File: config.mk
export PLATFORM = sky130hd
export DESIGN_NAME = rmii_tx_arbiter
export DESIGN_NICKNAME = d
export VERILOG_FILES = /design/src/rtl/rmii_tx_arb_pkg.sv /design/src/rtl/axis_skid_buffer.sv /design/src/rtl/rmii_tx_arbiter.sv
export SDC_FILE = /design/constraint.sdc
export NUM_CORES = 1
export LEC_CHECK = 0
export ABC_AREA = 0
export CAP_MARGIN = 20
export CORE_MARGIN = 2
export CORE_UTILIZATION = 44
export DETAILED_ROUTE_END_ITERATION = 10
export PLACE_DENSITY = 0.85
export SETUP_SLACK_MARGIN = 0.1
export SLEW_MARGIN = 0
export SYNTH_ARGS = -nofsm -noshare
export SYNTH_HDL_FRONTEND = slang
export SYNTH_SLANG_ARGS = --single-unit
File: constraint.sdc
create_clock -name clock -period 1.4 [get_ports clock]
set_input_delay 0.14 -clock clock [delete_from_list [all_inputs] [get_ports clock]]
set_output_delay 0.14 -clock clock [all_outputs]
set_load 0.02 [all_outputs]
File: src/rtl/rmii_tx_arb_pkg.sv
`default_nettype none
// +--------------------------------------------------------------------------+
// | Module      : rmii_tx_arb_pkg                                            |
// | Description : Shared types and constants for the RMII transmit arbiter:  |
// |               FSM state enum, requester index type, byte counter width.  |
// | Revision    : 1.0  initial release                                       |
// +--------------------------------------------------------------------------+
package rmii_tx_arb_pkg;

   // Arbiter states; DRAIN is only reachable when length limiting is built in
   typedef enum logic [1:0] {
      IDLE  = 2'd0,
      PASS  = 2'd1,
      DRAIN = 2'd2
   } arb_state_e;

   // Index of a requester port (0 or 1)
   typedef logic port_idx_t;

   // Width of the per-frame byte counter
   localparam int CNT_W = 11;

   // One-hot grant vector for a requester index
   function automatic logic [1:0] port_onehot(input port_idx_t p);
      return p ? 2'b10 : 2'b01;
   endfunction

endpackage

`default_nettype wire

File: src/rtl/axis_skid_buffer.sv
`default_nettype none
// +--------------------------------------------------------------------------+
// | Module      : axis_skid_buffer                                           |
// | Description : Two-entry AXI-Stream skid register for 8-bit data plus     |
// |               tlast. Registered output, one cycle of latency, full       |
// |               throughput; s_tready is the buffer-not-full indication.    |
// | Revision    : 1.0  initial release                                       |
// +--------------------------------------------------------------------------+
module axis_skid_buffer (
   input  logic       clock,
   input  logic       aresetn,
   input  logic [7:0] s_tdata,
   input  logic       s_tlast,
   input  logic       s_tvalid,
   output logic       s_tready,
   output logic [7:0] m_tdata,
   output logic       m_tlast,
   output logic       m_tvalid,
   input  logic       m_tready
);

   logic [8:0] out_q,  out_d;
   logic [8:0] skid_q, skid_d;
   logic       out_vld_q,  out_vld_d;
   logic       skid_vld_q, skid_vld_d;
   logic       push;

   // Input may only be taken while the spill slot is free
   assign s_tready = ~skid_vld_q;
   assign push     = s_tvalid & ~skid_vld_q;

   // Refill the output slot from the skid slot first, then from the input;
   // when the output is held by a stalled consumer, park the input beat.
   always_comb begin
      out_d      = out_q;
      out_vld_d  = out_vld_q;
      skid_d     = skid_q;
      skid_vld_d = skid_vld_q;
      if (!out_vld_q || m_tready) begin
         if (skid_vld_q) begin
            out_d      = skid_q;
            out_vld_d  = 1'b1;
            skid_vld_d = 1'b0;
         end else if (push) begin
            out_d     = {s_tlast, s_tdata};
            out_vld_d = 1'b1;
         end else begin
            out_vld_d = 1'b0;
         end
      end else if (push) begin
         skid_d     = {s_tlast, s_tdata};
         skid_vld_d = 1'b1;
      end
   end

   // Buffer storage with asynchronous clear
   always_ff @(posedge clock or negedge aresetn) begin
      if (!aresetn) begin
         out_q      <= '0;
         out_vld_q  <= 1'b0;
         skid_q     <= '0;
         skid_vld_q <= 1'b0;
      end else begin
         out_q      <= out_d;
         out_vld_q  <= out_vld_d;
         skid_q     <= skid_d;
         skid_vld_q <= skid_vld_d;
      end
   end

   assign m_tdata  = out_q[7:0];
   assign m_tlast  = out_q[8];
   assign m_tvalid = out_vld_q;

endmodule

`default_nettype wire

File: src/rtl/rmii_tx_arbiter.sv
`default_nettype none
// +--------------------------------------------------------------------------+
// | Module      : rmii_tx_arbiter                                            |
// | Description : Frame-atomic round-robin arbiter merging two AXI-Stream    |
// |               byte streams towards the RMII transmit serializer.         |
// |               Optional length limiting: RMII_TX_ARB_LEN_LIMIT_EN         |
// | Revision    : 1.0  initial release                                       |
// +--------------------------------------------------------------------------+
module rmii_tx_arbiter
   import rmii_tx_arb_pkg::*;
#(
   parameter int MAX_FRAME_BYTES = 1526
) (
   input  logic       clock,
   input  logic       aresetn,
   input  logic [7:0] saxis0_tdata,
   input  logic       saxis0_tvalid,
   output logic       saxis0_tready,
   input  logic       saxis0_tlast,
   input  logic [7:0] saxis1_tdata,
   input  logic       saxis1_tvalid,
   output logic       saxis1_tready,
   input  logic       saxis1_tlast,
   output logic [7:0] maxis_tdata,
   output logic       maxis_tvalid,
   input  logic       maxis_tready,
   output logic       maxis_tlast,
   output logic [1:0] grant,
   output logic       truncated
);

   arb_state_e state_q, state_d;
   port_idx_t  prio_q,  prio_d;
   port_idx_t  owner_q, owner_d;
   logic [1:0] grant_q, grant_d;

   logic       sel_valid, sel_last, sel_ready;
   logic [7:0] sel_data;
   logic       buf_valid, buf_last, buf_ready;
   logic       frame_end;

`ifdef RMII_TX_ARB_LEN_LIMIT_EN
   // Counter value while the last permitted beat is being accepted
   localparam logic [CNT_W-1:0] LAST_BEAT_CNT = CNT_W'(MAX_FRAME_BYTES - 1);
   logic [CNT_W-1:0] cnt_q, cnt_d;
   logic             trunc_q, trunc_d;
`endif

   // Route the owner's stream onto the shared path
   assign sel_valid = owner_q ? saxis1_tvalid : saxis0_tvalid;
   assign sel_last  = owner_q ? saxis1_tlast  : saxis0_tlast;
   assign sel_data  = owner_q ? saxis1_tdata  : saxis0_tdata;

   // Next-state, grant, round-robin pointer and handshake steering
   always_comb begin
      state_d   = state_q;
      prio_d    = prio_q;
      owner_d   = owner_q;
      grant_d   = grant_q;
      sel_ready = 1'b0;
      buf_valid = 1'b0;
      buf_last  = sel_last;
      frame_end = 1'b0;
`ifdef RMII_TX_ARB_LEN_LIMIT_EN
      cnt_d     = cnt_q;
      trunc_d   = 1'b0;
`endif
      case (state_q)
         IDLE: begin
`ifdef RMII_TX_ARB_LEN_LIMIT_EN
            cnt_d = '0;
`endif
            if (saxis0_tvalid || saxis1_tvalid) begin
               // Preferred port wins unless it has nothing to send
               owner_d = (prio_q ? saxis1_tvalid : saxis0_tvalid) ? prio_q : ~prio_q;
               grant_d = port_onehot(owner_d);
               state_d = PASS;
            end
         end
         PASS: begin
            sel_ready = buf_ready;
            buf_valid = sel_valid;
            if (sel_valid && buf_ready) begin
               if (sel_last) begin
                  frame_end = 1'b1;
               end
`ifdef RMII_TX_ARB_LEN_LIMIT_EN
               cnt_d = cnt_q + CNT_W'(1);
               if (!sel_last && (cnt_q == LAST_BEAT_CNT)) begin
                  // Cut the frame here: close it downstream, swallow the rest
                  buf_last = 1'b1;
                  trunc_d  = 1'b1;
                  state_d  = DRAIN;
               end
`endif
            end
         end
`ifdef RMII_TX_ARB_LEN_LIMIT_EN
         DRAIN: begin
            sel_ready = 1'b1;
            if (sel_valid && sel_last) begin
               frame_end = 1'b1;
            end
         end
`endif
         default: state_d = IDLE;
      endcase
      if (frame_end) begin
         state_d = IDLE;
         prio_d  = ~owner_q;
         grant_d = 2'b00;
      end
   end

   // Arbiter state registers
   always_ff @(posedge clock or negedge aresetn) begin
      if (!aresetn) begin
         state_q <= IDLE;
         prio_q  <= 1'b0;
         owner_q <= 1'b0;
         grant_q <= 2'b00;
      end else begin
         state_q <= state_d;
         prio_q  <= prio_d;
         owner_q <= owner_d;
         grant_q <= grant_d;
      end
   end

`ifdef RMII_TX_ARB_LEN_LIMIT_EN
   // Byte counter and single-cycle truncation flag
   always_ff @(posedge clock or negedge aresetn) begin
      if (!aresetn) begin
         cnt_q   <= '0;
         trunc_q <= 1'b0;
      end else begin
         cnt_q   <= cnt_d;
         trunc_q <= trunc_d;
      end
   end
   assign truncated = trunc_q;
`else
   assign truncated = 1'b0;
`endif

   assign saxis0_tready = sel_ready & ~owner_q;
   assign saxis1_tready = sel_ready &  owner_q;
   assign grant         = grant_q;

   axis_skid_buffer u_out_buf (
      .clock    (clock),
      .aresetn  (aresetn),
      .s_tdata  (sel_data),
      .s_tlast  (buf_last),
      .s_tvalid (buf_valid),
      .s_tready (buf_ready),
      .m_tdata  (maxis_tdata),
      .m_tlast  (maxis_tlast),
      .m_tvalid (maxis_tvalid),
      .m_tready (maxis_tready)
   );

endmodule

`default_nettype wire

== After elaboration in Yosys (flattened, before gate mapping) ==
Cells that the tools add are included.
Cells by class
  bitwise operators: 7
  multiplexer cells: 23
  equality and inequality tests: 3
  reduce and logical (&&, ||, !) cells: 14
Operators by type and width (count)
  $mux 9: 2
  $mux 1: 13
  $mux 2: 6
  $reduce_and 2->1: 5
  $mux 8: 1
  $reduce_bool 2->1: 4
  $not 1->1: 4
  $pmux 2 s2: 1
  $and 1x1->1: 3
  $ne 3x3->1 const B: 1
  $eq 2x1->1 const B: 1
  $logic_not 2->1: 1
  $logic_or 1x1->1: 2
  $ne 2x2->1 const B: 1
  $logic_and 1x1->1: 1
  $logic_not 1->1: 1
Word-level totals
  register bits: 26
  input port bits: 23
  word-level logic and storage cells: 55

== Logic depth before layout (Yosys ltp) ==
  word-level depth: 6
  mapped depth: 5
  depth with buffers taken out: 3

== Cells and area by module ==
A second synthesis with hierarchy kept.
Unflattened totals
  cell total of the unflattened synthesis: 93
  area, all modules: 1311.3 um^2
By module, submodules not included
  axis_skid_buffer: cells each 57, seq. area each 500.5 um^2, area each 948.4 um^2, times used 1
  rmii_tx_arbiter: cells each 36, seq. area each 125.1 um^2, area each 362.8 um^2, times used 1

== Least setup slack after synthesis ==
No wires, ideal clock.
  path kind: flip-flop to flip-flop
  start: register u_out_buf.out_vld_q, in the netlist u_out_buf.m_tvalid
  end: register u_out_buf.skid_q[0]
  setup time: 0.125 ns
  arrival: 1.367 ns
  path slack: -0.092 ns
  cell stages (with the launch flop): 6
  cell sequence: dfrtp_1 nor2b_1 buf_2 nor3b_2 buf_6 mux2_4
On the way
  longest elaborated chain between the ends: 4
RTL lines
  start, declared: line axis_skid_buffer.sv:24  | logic out_vld_q, out_vld_d;
  start signal, assigned: line axis_skid_buffer.sv:65  | out_vld_q <= out_vld_d;
  $logic_not 1->1: line axis_skid_buffer.sv:39  | if (!out_vld_q || m_tready) begin
  $logic_or 1x1->1: line axis_skid_buffer.sv:39
  $not 1->1 (no line)
  $reduce_and 2->1 (no line)
  end signal, assigned: line axis_skid_buffer.sv:66  | skid_q <= skid_d;
  end, declared: line axis_skid_buffer.sv:23  | logic [8:0] skid_q, skid_d;
No other way between the ends.
A chain may end at the register's enable or synchronous reset.

== Worst setup path after layout ==
  start: register u_out_buf.skid_vld_q
  end: register u_out_buf.skid_q[5]
On the way
  longest elaborated chain between the ends: 3
RTL lines
  start, declared: line axis_skid_buffer.sv:25  | logic skid_vld_q, skid_vld_d;
  start signal, assigned: line axis_skid_buffer.sv:67  | skid_vld_q <= skid_vld_d;
  $not 1->1: line axis_skid_buffer.sv:30  | assign push = s_tvalid & ~skid_vld_q;
  $and 1x1->1: line axis_skid_buffer.sv:30
  $reduce_and 2->1 (no line)
No other way between the ends.

==> impl_metrics.tcl <==
set metrics [dict create \
    yosys.area.top_type "dfrtp_1" \
    gr-total-overflow 0 \
    startpoint "u_out_buf.skid_vld_q" \
    clkSinkCount 25 \
    syn_area_per_cell_um2 11.80 \
    ys_seq_elements 25 \
    drc_errors 0 \
    status "finished, violations left" \
    drt_iter0_drc 55 \
    crit_chain "or2b_4, nor3b_2, buf_6, mux2_4" \
    drv_slew 0 \
    setup-tns-final_ns -1.604 \
    yosysTopAreaCellShare_pct 42.41 \
    ys_seq_area_share_pct 42.41 \
    ctsHoldBuffers 0 \
    crit_slowest_cell "dfrtp_1" \
    fmax_mhz 654.5 \
    nNetsFinal 199 \
    fin_area_um2 2088 \
    ios 38 \
    synth_most_common_cell "dfrtp_1" \
    synth.area.top_cells "dfrtp_1 42%, mux2_4 10%, mux2i_1 6.1%" \
    drv_cap 0 \
    fin_worst_skew_ns 0.005015 \
    critical-path-top-delay-family "simple AND/OR/NAND/NOR gates" \
    cp-start-kind "flop" \
    synth_edf_count 0 \
    clockBufferDepth 2 \
    antenna_found_initial 0 \
    synthFlopType "dfrtp_1" \
    grt_use_total_pct 19.98 \
    cp.arrival_ns 1.75 \
    fin_crit_sh_pct 109.1 \
    hold_viol_final 0 \
    rows 21 \
    clk_latency_ns 0.32 \
    p_sw_w 0.001867 \
    switching_share_pct 40.93 \
    totalWireLength_um 3694 \
    syn2layout_area_growth_pct 41.56 \
    die_h_um 61.90 \
    clkPwrFrac_pct 7.2 \
    vias 1145 \
    dp_hpwl_um 2564 \
    synth.distinct_cells 29 \
    fp.dieArea_um2 3832 \
    fin_ws_ns -0.1278 \
    wl_per_cell_um 16.71 \
    grt_pass1_vias 1261 \
    synthesis.nets 148 \
    cp-end-kind "flop" \
    cts_tree "done" \
    synthCells 125 \
    die-width_um 61.90 \
    first_pass_iters 4 \
    crit_path_max_incr_delay_ns 0.41 \
    hold_class "in -> async" \
    violations "setup timing" \
    rsz0062_at_grt "true" \
    p_seq_share_pct 29.9 \
    numCtsBuffers 3 \
    setup_viol 22 \
    gp_congestion 0.7676 \
    path_clk_slew_ns 0.14 \
    reg2reg_from "u_out_buf.skid_vld_q" \
    critPathKind "reg -> reg" \
    initial_utilization_pct 44.91 \
    ir_drop_v 0.0006708 \
    path_buf_inv 1 \
    p_per_area_nw_per_um2 2185 \
    syn_area_um2 1475 \
    path_max_fanout 9 \
    num_antenna_cells 0 \
    period_minus_slack_ns 1.528 \
    required_ns 1.62 \
    vias_per_cell 5.181 \
    grt_pass1_wl_um 5609 \
    fin_hold_ws_ns 0.1745 \
    internal_power_w 0.002695 \
    fp.coreArea_um2 3284 \
    synthTopCellsByCount "25 x dfrtp_1, 16 x nor2_1, 11 x a211oi_1, 10 x mux2_4" \
    portBuffers 36 \
    htree_levels 1 \
    drive_gt1_share_pct 39.43 \
    postPlaceCellArea_um2 1984 \
    fillers 237 \
    dp_slack_ns -0.2230 \
    ys_warn_count 0 \
    grt_max_degree 30 \
    p_leak_nw 0.8958 \
    root_buffer "clkbuf_4" \
    power_frac_comb_pct 62.8 \
    ant_nets 0 \
    synth_async_sr_flop_share_pct 100.0 \
]
-- routing by layer --
metal,track usage [%],vias up,part of all wire (%)
met2,33.38,26,50
met1,25.58,569,46
met4,9.422,0,1.7
met3,2.692,6,2.1
li1,-,544,-
met5,0,-,0
-- layout make-up --
class / count / area [µm²] / share of cell area (%)
well taps: 46 / 57.56 / 2.756
clock buffers: 4 / 26.28 / 1.258
multi-input cells: 88 / 844.6 / 40.44
inverters: 2 / 7.507 / 0.3595
repair buffers: 56 / 525.5 / 25.16
flip-flops and latches: 25 / 626.9 / 30.02
-- power groups by stage --
stage | clock [W] | sequential (W) | combinational [W]
floorplan | 0 | 0.00148 | 0.00157
global placement | 0 | 0.00133 | 0.00262
detailed placement | 0 | 0.00136 | 0.00271
CTS | 0.000329 | 0.00135 | 0.00274
global route | 0.000379 | 0.00140 | 0.00306
finish | 0.000330 | 0.00137 | 0.00287
-- sequential cells by signal, summed over array words and instances (netlist names) --
register              flops
u_out_buf.out_q           9
u_out_buf.skid_q          9
grant                     2
owner_q                   1
prio_q                    1
state_q                   1
u_out_buf.m_tvalid        1
u_out_buf.skid_vld_q      1
-- final timing paths --
path	endpoint	slack (ns)	cells past startpoint
min in group clock	u_out_buf.skid_q[3]	0.54	1
min	grant[1]	0.17	2
max	u_out_buf.skid_q[5]	-0.13	4
max reg2reg	u_out_buf.skid_q[5]	-0.13	4
min reg2reg	u_out_buf.skid_q[3]	0.54	1
max in group asynchronous	owner_q	0.97	2
-- kinds of logic after synthesis --
logic type / after synthesis / share of synthesized area (%)
AOI/OAI and AO/OA: 20 / 12.72
buffers and inverters: 12 / 4.833
DFF: 25 / 42.41
muxes: 30 / 25.45
other: 1 / 0.2542
and+or+nand+nor: 37 / 14.33
-- worst register-to-register path: cells and delay by family (launching register included) --
family	cells	cell delay (ns)
multiplexers	1	0.32
buffers and inverters	1	0.20
AND/OR/NAND/NOR	2	0.51
flip-flops	1	0.41
-- cell usage in the layout (no fill, tap or decap), types with 8 or more instances in the layout --
cell / n
a211oi_2: 12
buf_4: 15
clkdlybuf4s50_1: 22
dfrtp_1: 24
dlygate4sd2_1: 12
mux2_2: 8
mux2_4: 12
mux2i_1: 9
nand2b_1: 9
nor2_1: 13
-- what timing repair did --
| action | in CTS | in global routing |
|---|---|---|
| cloned | 0 | 0 |
| pin swaps | 5 | 0 |
| setup endpoints to repair | 38 | 26 |
| setup buffers | 0 | 1 |
| resized for setup | 37 | 9 |
-- per-stage QoR --
stage | power, W | util [%] | instances
6_report | 0.004562 | 63.58 | 221
3_3_place_gp | 0.003950 | 60.42 | 216
3_5_place_dp | 0.004067 | 60.42 | 216
5_1_grt | 0.004837 | 63.58 | 221
4_1_cts | 0.004416 | 62.21 | 220
2_1_floorplan | 0.003052 | - | 125
No activity file was read; power rests on OpenSTA's default activity.
